==> src/rtl/ir_ctrl_pkg.sv <==
// Shared types and helpers for the IR key controller: FSM states, the queued
// event record, NEC frame byte offsets and a saturating counter step.
package ir_ctrl_pkg;

    typedef enum logic [1:0] {
        IDLE  = 2'd0,
        CHECK = 2'd1,
        GUARD = 2'd2
    } ir_ctrl_state_t;

    typedef struct packed {
        logic       is_repeat;
        logic [7:0] code;
    } ir_evt_t;

    localparam int unsigned NEC_ADDR_LSB  = 0;
    localparam int unsigned NEC_NADDR_LSB = 8;
    localparam int unsigned NEC_CMD_LSB   = 16;
    localparam int unsigned NEC_NCMD_LSB  = 24;

    function automatic logic [7:0] sat_inc8(input logic [7:0] v);
        return (v == 8'hFF) ? v : v + 8'd1;
    endfunction

endpackage

==> src/rtl/ir_evt_fifo.sv <==
// Small synchronous event FIFO built as a shift register so the head, valid
// and full flags all come straight from flops (no fall-through).
module ir_evt_fifo
    import ir_ctrl_pkg::*;
#(
    parameter int unsigned DEPTH = 4
)(
    input  logic    clk25,
    input  logic    rst,
    input  logic    push_i,
    input  ir_evt_t data_i,
    input  logic    pop_i,
    output logic    full_o,
    output logic    empty_o,
    output ir_evt_t head_o
);

    localparam int unsigned CW = $clog2(DEPTH + 1);

    ir_evt_t         ent_q [DEPTH];
    ir_evt_t         ent_d [DEPTH];
    logic [CW-1:0]   cnt_q;
    logic [CW-1:0]   cnt_d;
    logic [CW-1:0]   wr_idx;
    logic            do_pop;
    logic            do_push;
    logic            full_q;
    logic            empty_q;

    // A pop frees the tail slot in the same cycle, so push-while-full is legal then.
    always_comb begin
        ent_d   = ent_q;
        do_pop  = pop_i && (cnt_q != '0);
        do_push = push_i && ((cnt_q != CW'(DEPTH)) || do_pop);
        wr_idx  = cnt_q - CW'(do_pop);
        if (do_pop) begin
            for (int i = 0; i < int'(DEPTH) - 1; i++) begin
                ent_d[i] = ent_q[i+1];
            end
            ent_d[DEPTH-1] = '0;
        end
        for (int i = 0; i < int'(DEPTH); i++) begin
            if (do_push && (CW'(i) == wr_idx)) begin
                ent_d[i] = data_i;
            end
        end
        cnt_d = cnt_q + CW'(do_push) - CW'(do_pop);
    end

    always_ff @(posedge clk25 or posedge rst) begin
        if (rst) begin
            for (int i = 0; i < int'(DEPTH); i++) begin
                ent_q[i] <= '0;
            end
            cnt_q   <= '0;
            full_q  <= 1'b0;
            empty_q <= 1'b1;
        end else begin
            ent_q   <= ent_d;
            cnt_q   <= cnt_d;
            full_q  <= (cnt_d == CW'(DEPTH));
            empty_q <= (cnt_d == '0);
        end
    end

    assign full_o  = full_q;
    assign empty_o = empty_q;
    assign head_o  = ent_q[0];

endmodule

==> src/rtl/ir_key_ctrl.sv <==
// Sits between ir_decoder and the UI: validates NEC frames, queues key events
// with auto-repeat tagging, guards the decoder after each frame, tracks key hold.
module ir_key_ctrl
    import ir_ctrl_pkg::*;
#(
    parameter logic [7:0]  ADDR       = 8'h00,
    parameter bit          ADDR_CHECK = 1'b1,
    parameter int unsigned GUARD_CYC  = 25_000,
    parameter int unsigned HOLD_CYC   = 3_000_000,
    parameter int unsigned FIFO_DEPTH = 4
)(
    input  logic        clk25,
    input  logic        rst,
    output logic        dec_enable,
    input  logic        dec_ready,
    input  logic [31:0] dec_command,
    output logic        evt_valid,
    output logic [7:0]  evt_code,
    output logic        evt_repeat,
    input  logic        evt_ready,
    output logic        key_held,
    output logic [7:0]  held_code,
    output logic [7:0]  err_cnt,
    output logic [7:0]  drop_cnt
);

    localparam int unsigned GW = $clog2(GUARD_CYC + 1);
    localparam int unsigned HW = $clog2(HOLD_CYC + 1);

    ir_ctrl_state_t state_q, state_d;
    logic [31:0]    frame_q, frame_d;
    logic [GW-1:0]  guard_q, guard_d;
    logic [HW-1:0]  hold_q, hold_d;
    logic [7:0]     held_code_q, held_code_d;
    logic [7:0]     err_cnt_q, err_cnt_d;
    logic [7:0]     drop_cnt_q, drop_cnt_d;
    logic           key_held_q, dec_enable_q;

    logic [7:0]     f_addr, f_naddr, f_cmd, f_ncmd;
    logic           integ_ok, addr_ok;
    logic           push_evt, fifo_pop, fifo_full, fifo_empty;
    ir_evt_t        evt_in, fifo_head;

    assign f_addr   = frame_q[NEC_ADDR_LSB  +: 8];
    assign f_naddr  = frame_q[NEC_NADDR_LSB +: 8];
    assign f_cmd    = frame_q[NEC_CMD_LSB   +: 8];
    assign f_ncmd   = frame_q[NEC_NCMD_LSB  +: 8];
    assign integ_ok = ((f_cmd ^ f_ncmd) == 8'hFF) && ((f_addr ^ f_naddr) == 8'hFF);
    assign addr_ok  = !ADDR_CHECK || (f_addr == ADDR);
    assign fifo_pop = !fifo_empty && evt_ready;

    always_ff @(posedge clk25 or posedge rst) begin
        if (rst) begin
            state_q <= IDLE;
        end else begin
            state_q <= state_d;
        end
    end

    always_comb begin
        state_d = state_q;
        case (state_q)
            IDLE:    if (dec_ready) state_d = CHECK;
            CHECK:   state_d = GUARD;
            GUARD:   if (guard_q == '0) state_d = IDLE;
            default: state_d = IDLE;
        endcase
    end

    // Frame evaluation happens only in CHECK; timers and counters follow from it.
    always_comb begin
        frame_d     = frame_q;
        guard_d     = guard_q;
        hold_d      = (hold_q != '0) ? hold_q - HW'(1) : hold_q;
        held_code_d = held_code_q;
        err_cnt_d   = err_cnt_q;
        drop_cnt_d  = drop_cnt_q;
        push_evt    = 1'b0;
        evt_in      = '0;
        if ((state_q == IDLE) && dec_ready) begin
            frame_d = dec_command;
        end
        if (state_q == CHECK) begin
            guard_d = GW'(GUARD_CYC - 1);
            if (!integ_ok) begin
                err_cnt_d = sat_inc8(err_cnt_q);
            end else if (addr_ok) begin
                push_evt         = 1'b1;
                evt_in.is_repeat = key_held_q && (f_cmd == held_code_q);
                evt_in.code      = f_cmd;
                held_code_d      = f_cmd;
                hold_d           = HW'(HOLD_CYC);
            end
        end else if ((state_q == GUARD) && (guard_q != '0)) begin
            guard_d = guard_q - GW'(1);
        end
        if (push_evt && fifo_full && !fifo_pop) begin
            drop_cnt_d = sat_inc8(drop_cnt_q);
        end
    end

    always_ff @(posedge clk25 or posedge rst) begin
        if (rst) begin
            guard_q      <= '0;
            hold_q       <= '0;
            held_code_q  <= '0;
            err_cnt_q    <= '0;
            drop_cnt_q   <= '0;
            key_held_q   <= 1'b0;
            dec_enable_q <= 1'b1;
        end else begin
            guard_q      <= guard_d;
            hold_q       <= hold_d;
            held_code_q  <= held_code_d;
            err_cnt_q    <= err_cnt_d;
            drop_cnt_q   <= drop_cnt_d;
            key_held_q   <= (hold_d != '0);
            dec_enable_q <= (state_d == IDLE);
        end
    end

    always_ff @(posedge clk25) begin
        frame_q <= frame_d;
    end

    ir_evt_fifo #(
        .DEPTH (FIFO_DEPTH)
    ) u_fifo (
        .clk25   (clk25),
        .rst     (rst),
        .push_i  (push_evt),
        .data_i  (evt_in),
        .pop_i   (fifo_pop),
        .full_o  (fifo_full),
        .empty_o (fifo_empty),
        .head_o  (fifo_head)
    );

    assign dec_enable = dec_enable_q;
    assign evt_valid  = !fifo_empty;
    assign evt_code   = fifo_head.code;
    assign evt_repeat = fifo_head.is_repeat;
    assign key_held   = key_held_q;
    assign held_code  = held_code_q;
    assign err_cnt    = err_cnt_q;
    assign drop_cnt   = drop_cnt_q;

endmodule

==> config.mk <==
export PLATFORM = sky130hd
export DESIGN_NAME = ir_key_ctrl
export DESIGN_NICKNAME = d
export VERILOG_FILES = /design/src/rtl/ir_ctrl_pkg.sv /design/src/rtl/ir_evt_fifo.sv /design/src/rtl/ir_key_ctrl.sv
export SDC_FILE = /design/constraint.sdc
export NUM_CORES = 1
export LEC_CHECK = 0
export CAP_MARGIN = 20
export CORE_ASPECT_RATIO = 2
export CORE_MARGIN = 5
export CORE_UTILIZATION = 51
export CTS_CLUSTER_SIZE = 8
export DETAILED_ROUTE_END_ITERATION = 6
export PLACE_DENSITY_LB_ADDON = 0.05
export RECOVER_POWER = 50
export SLEW_MARGIN = 20
export SYNTH_ARGS = -nofsm -noshare
export SYNTH_HDL_FRONTEND = slang
export SYNTH_SLANG_ARGS = --single-unit
==> constraint.sdc <==
create_clock -name clk25 -period 3.51 [get_ports clk25]
set_input_delay 0.702 -clock clk25 [delete_from_list [all_inputs] [get_ports clk25]]
set_output_delay 0.702 -clock clk25 [all_outputs]
set_load 0.005 [all_outputs]
Word-level counts from Yosys, hierarchy flattened. Index checks and enable logic that the tools add are counted.

Register bits after elaboration: 138. Word-level logic and storage cells: 98. Output and inout port bits: 36. Bits of input ports: 36.

Equality and inequality tests: 12. Bitwise logic cells: 5. Add/subtract/negate cells: 7. Reductions and logical operators: 34. Mux-type cells: 20.

Operators by type and width (count): 22-bit 2-to-1 mux (4); 9-bit 2-to-1 mux (7); 22-bit nonzero test (2); 36-bit 2-to-1 mux (1); 8-bit == test (second input constant) (4); 15-bit 2-to-1 mux (2); 22-bit by 1-bit subtractor with 22-bit output (second input constant) (1); 8-bit by 1-bit adder with 8-bit output (second input constant) (2); 8-bit bitwise XOR (2); 15-bit zero test (1); 15-bit nonzero test (1); 15-bit by 1-bit subtractor with 15-bit output (second input constant) (1); 1-bit logical AND (13); 2-bit nonzero test (5); 8-bit == test (1); 8-bit zero test (1); 2-bit by 3-bit == test with 1-bit output (first input constant) (2); 3-bit zero test (2); 2-bit case mux with 3 select lines (1); 3-bit AND reduction (2); 3-bit by 1-bit subtractor with 3-bit output (2); 2-bit zero test (2); 2-bit 2-to-1 mux (2); 3-bit by 1-bit adder with 3-bit output (1); 11 further kinds (16).

Depth between registers and ports, before layout.
Word-level depth: 9. Depth in mapped cells: 15. Gate-level depth less buffers: 11.

Hierarchy. Synthesis repeated with hierarchy kept, for this count alone.

Cells, all modules: 566. Area, all modules: 6648.9 um^2.

By module, submodules not included: ir_key_ctrl (cells an instance 399, area an instance 4565.6 um^2, sequential area each 2588.7 um^2, instances 1); ir_evt_fifo (cells an instance 167, area an instance 2083.2 um^2, sequential area each 1027.2 um^2, instances 1).

Worst setup path before layout. OpenSTA, ideal clock, no wires.

Path type: input-to-reg. Start point: in evt_ready. End point: reg u_fifo.ent_q[18] in the netlist's numbering. Slack: 0.164 ns. Data required time: 3.385 ns. Cell stages on the path: 12. Path buffers: 2. Arrival: 3.221 ns. Library setup time: 0.125 ns. Cells stage by stage: nand2_1 -> or2_2 -> clkbuf_1 -> inv_1 -> clkbuf_1 -> ha_1 -> ha_1 -> xor2_1 -> a31oi_1 -> nand2_1 -> nor3_2 -> mux2_2.

Longest elaborated chain between the ends: 6. Elaborated cells on any way between the ends: 9. Classes of those cells: 1 x add/sub; 1 x eq/ne; 1 x mux; 6 x reduce/logical.

RTL lines: start: declaration (RTL line ir_key_ctrl.sv:20) `input logic evt_ready,`; 1-bit logical AND * (RTL line ir_key_ctrl.sv:50) `assign fifo_pop = !fifo_empty && evt_ready;`; 1-bit logical AND * (RTL line ir_evt_fifo.sv:33) `do_pop = pop_i && (cnt_q != '0);`; 3-bit by 1-bit subtractor with 3-bit output / 1-bit logical OR (equally long branches) (RTL line ir_evt_fifo.sv:35, ir_evt_fifo.sv:34); 1-bit by 3-bit == test with 1-bit output / 1-bit logical AND (equally long branches) (RTL line ir_evt_fifo.sv:43, ir_evt_fifo.sv:34); 1-bit logical AND (RTL line ir_evt_fifo.sv:43) `if (do_push && (CW'(i) == wr_idx)) begin`; 9-bit 2-to-1 mux / 2-bit nonzero test (equally long branches); end signal: assignment (RTL line ir_evt_fifo.sv:59) `ent_q <= ent_d;`; end: declaration (RTL line ir_evt_fifo.sv:20) `ir_evt_t ent_q [DEPTH];`.

Mark *: on every way between the ends. The rest lies on a longest branch, timed or not. A chain may end at the register's enable or synchronous reset.

Final worst setup path.
Start point: reg hold_q[0]. End point: reg key_held_q (netlist: key_held).

Longest elaborated chain between the ends: 6. Elaborated cells on any way between the ends: 7. Classes of those cells: 1 x add/sub; 4 x mux; 2 x reduce/logical.

RTL lines: start: declaration (RTL line ir_key_ctrl.sv:33) `logic [HW-1:0] hold_q, hold_d;`; start signal: assignment (RTL line ir_key_ctrl.sv:113) `hold_q <= hold_d;`; 22-bit by 1-bit subtractor with 22-bit output / 22-bit nonzero test (equally long branches) (RTL line ir_key_ctrl.sv:74) `hold_d = (hold_q != '0) ? hold_q - HW'(1) : hold_q;`; 22-bit 2-to-1 mux * (RTL line ir_key_ctrl.sv:74); 22-bit 2-to-1 mux (RTL line ir_key_ctrl.sv:87) `end else if (addr_ok) begin`; 22-bit 2-to-1 mux (RTL line ir_key_ctrl.sv:85) `if (!integ_ok) begin`; 22-bit 2-to-1 mux * (RTL line ir_key_ctrl.sv:83) `if (state_q == CHECK) begin`; 22-bit nonzero test * (RTL line ir_key_ctrl.sv:117) `key_held_q <= (hold_d != '0);`; end signal: assignment (RTL line ir_key_ctrl.sv:117); end: declaration (RTL line ir_key_ctrl.sv:37) `logic key_held_q, dec_enable_q;`.

Marked as above.

==> impl_results.md <==
* Post-cts resize count at 0
* H-tree levels at 4
* Mapped Nets at ~650
* Post-synth top cells: 125 x nand2_1, 104 x dfrtp_1, 34 x nor2_1
* Worst Path Arrival at around 3500 ps
* Post-place setup slack at 121 ps
* Clock Skew at around 7.3 ps
* Number of port buffers at 71
* Area of the mapped netlist at ~6500 um^2
* Post-synth EDFFs at 32
* Dpl hpwl at a little under 10,000 um
* Routed Antenna Nets at 0
* CTS tree: yes
* Slew at the pin with the worst max-slew slack at 1660 ps
* Mapped Cells at between 600 and 700
* CTS Buf Count at 17
* Yosys top cell by area: dfrtp_1
* DR DRC count at 0
* R2r startpoint: hold_q[0]
* Setup TNS at 0 ps
* Antenna violations before repair at 0
* Core area at around 13,000 um^2
* Die height at around 170 um
* Critical Path RT at about 3800 ps
* Startpoint Class: flip-flop
* Critical Path Most Common Cell: or4_1
* Worst setup margin at 262 ps
* Worst path cell trace: inv_1, ha_1, or4b_4, nor3_4, nand3_1, or3_1, xnor2_1, or4_1, or4_1
* Final setup fails at 0
* Crit-path max FO at 5
* Hold_ws at roughly 490 ps
* R2R Setup Slk at 260 ps
* Vias in the first global route at roughly 5,000
* Final worst path period need at roughly 3200 ps
* Synth top area cells: dfrtp_1 40%, edfxtp_1 15%, nand2_1 7.2%
* Crit Path Category: reg2reg
* Area growth from synthesis to layout at 22.4%
* Initial DRC Count at between 100 and 150
* HP Class: reg2reg
* Worst setup path start: hold_q[0]
* DRT Wirelength at ~14,000 um
* Synth cell types at between 50 and 60
* Die area at 15,200 um^2
* MaxCap Viol Count at 2
* Final Net Count at between 700 and 800
* First-pass detailed-route iteration total at 4
* Slowest cell on crit path: or4b_4
* Max Root-Sink Buffers at 2
* First-pass GRT wire length at around 23,000 um
* Register bit total from synthesis at around 140
* Status: finished with violations
* Count leader, synth: nand2_1
* Synth top area share at 0.400
* Crit-path max cell delay at about 500 ps
* Fillers at approximately 1,000
* Ys flop type: dfrtp_1
* Failing checks: capacitance limit, slew limit
* Worst Setup End Kind: flip-flop
* Period utilization at 0.925
* CTS sink cnt at ~140
* Clock transition at the registers of the reported paths at roughly 60 ps
* Io pins at 72
* Async SR Flop Fraction at 0.768
* Unrepaired setup endpoints after global routing: no
* Syn. warnings at 0
* Pin count of the biggest net entering global routing at 70
* Sequential fraction of the synthesis area at 0.556
* Cell row count at 58
* Final hold vios at 0
* Max_slew headroom at -0.109
* GPL Wtd Cong at 0.873
* Hold Startpoint: drop_cnt[5]
* Post-DR wirelength/cell at roughly 16 um
* Die Wd at approximately 90 um
* Vias per cell at between 5 and 6
* # hold bufs at CTS at 0
* GRT Total Usage at 0.188
* Clk root buf: clkbuf_16
* Mean Syn Cell Area at 10.7 um^2
* Skew-Pair Late Insertion Delay at roughly 420 ps
* Ant. Diodes at 0
* Layout cell share with drive strength beyond 1 at 0.114
* Slew Limit Fails at 72
* Gr ovfl total at 0
* Setup repair bufs after CTS at 0
* Vias at roughly 4,600
* Initial cell density of the core at 0.518
* Fmax at 308 MHz
cells in the final DEF, fill, tap and decap left out, drive strengths merged, types with 16 or more instances in the layout:
cell type | synthesis | layout
nand2 | 125 | 125
dlygate4sd3 | 0 | 34
inv | 13 | 18
nor2 | 34 | 34
clkdlybuf4s50 | 0 | 37
mux2i | 19 | 19
xor2 | 31 | 31
clkbuf | 22 | 19
mux2 | 20 | 20
a21oi | 16 | 16
xnor2 | 20 | 20
nand4 | 22 | 22
nor3 | 21 | 21
dfrtp | 104 | 104
edfxtp | 32 | 32
flip-flops by register name, indices dropped and copies added (netlist names), 2 cells and up:
signal,flops
frame_q,32
state_q,2
drop_cnt,8
err_cnt,8
u_fifo.cnt_q,3
held_code,8
u_fifo.head_o,9
hold_q,22
guard_q,15
u_fifo.ent_q,27
cell families (layout without fill, tap and decap cells):
| group | after synthesis | count (layout) | synth area share |
|---|---|---|---|
| XOR/XNOR | 51 | 51 | 0.0687 |
| buffers and inverters | 47 | 131 | 0.0327 |
| AO/OA/AOI/OAI | 56 | 56 | 0.0562 |
| multiplexers | 39 | 39 | 0.0639 |
| adder cells (fa/ha/maj) | 9 | 9 | 0.0185 |
| AND/OR/NAND/NOR | 267 | 267 | 0.204 |
| flip-flops | 138 | 138 | 0.556 |
worst max-delay path: cells and delay by family, from the launching register on:
kind	cells	cell delay (ps)
DFF	1	410
adders and majority gates	1	210
and+or+nand+nor	6	2240
xor gates and xnor gates	1	150
buffers and inverters	1	110
per-stage QoR:
| stage | util | instances | cell area [um^2] |
|---|---|---|---|
| after floorplan | - | 607 | 6500 |
| after global placement | 0.586 | 809 | 7360 |
| after detailed placement | 0.586 | 809 | 7360 |
| after CTS | 0.635 | 841 | 7970 |
| after global routing | 0.634 | 841 | 7960 |
| final | 0.634 | 841 | 7960 |
path summary, 6_finish.rpt:
check,to,cells past startpoint
worst max-delay path,key_held,9
worst min-delay path,drop_cnt[5],1
worst max register to register,key_held,9
worst min register to register,drop_cnt[5],1
max in group asynchronous,u_fifo.ent_q[1],3
min in group asynchronous,hold_q[12],2
metal layers:
metal,part of all wire,GRT usage
met1,0.38,0.201
met2,0.56,0.344
met3,0.032,0.0435
met4,0.035,0.0928
met5,0,0
layout make-up:
type	count	area (um^2)	share of cell area
clock buffers	17	425	0.0535
multi-input cells	422	2670	0.336
flip-flops and latches	138	3620	0.454
clock inverters	15	188	0.0236
inverters	13	50.0	0.00629
well taps	150	188	0.0236
repair buffers	86	820	0.103
Power is not shown: default switching activity piles up to over one toggle a cycle in this logic, so the estimate is an artifact.
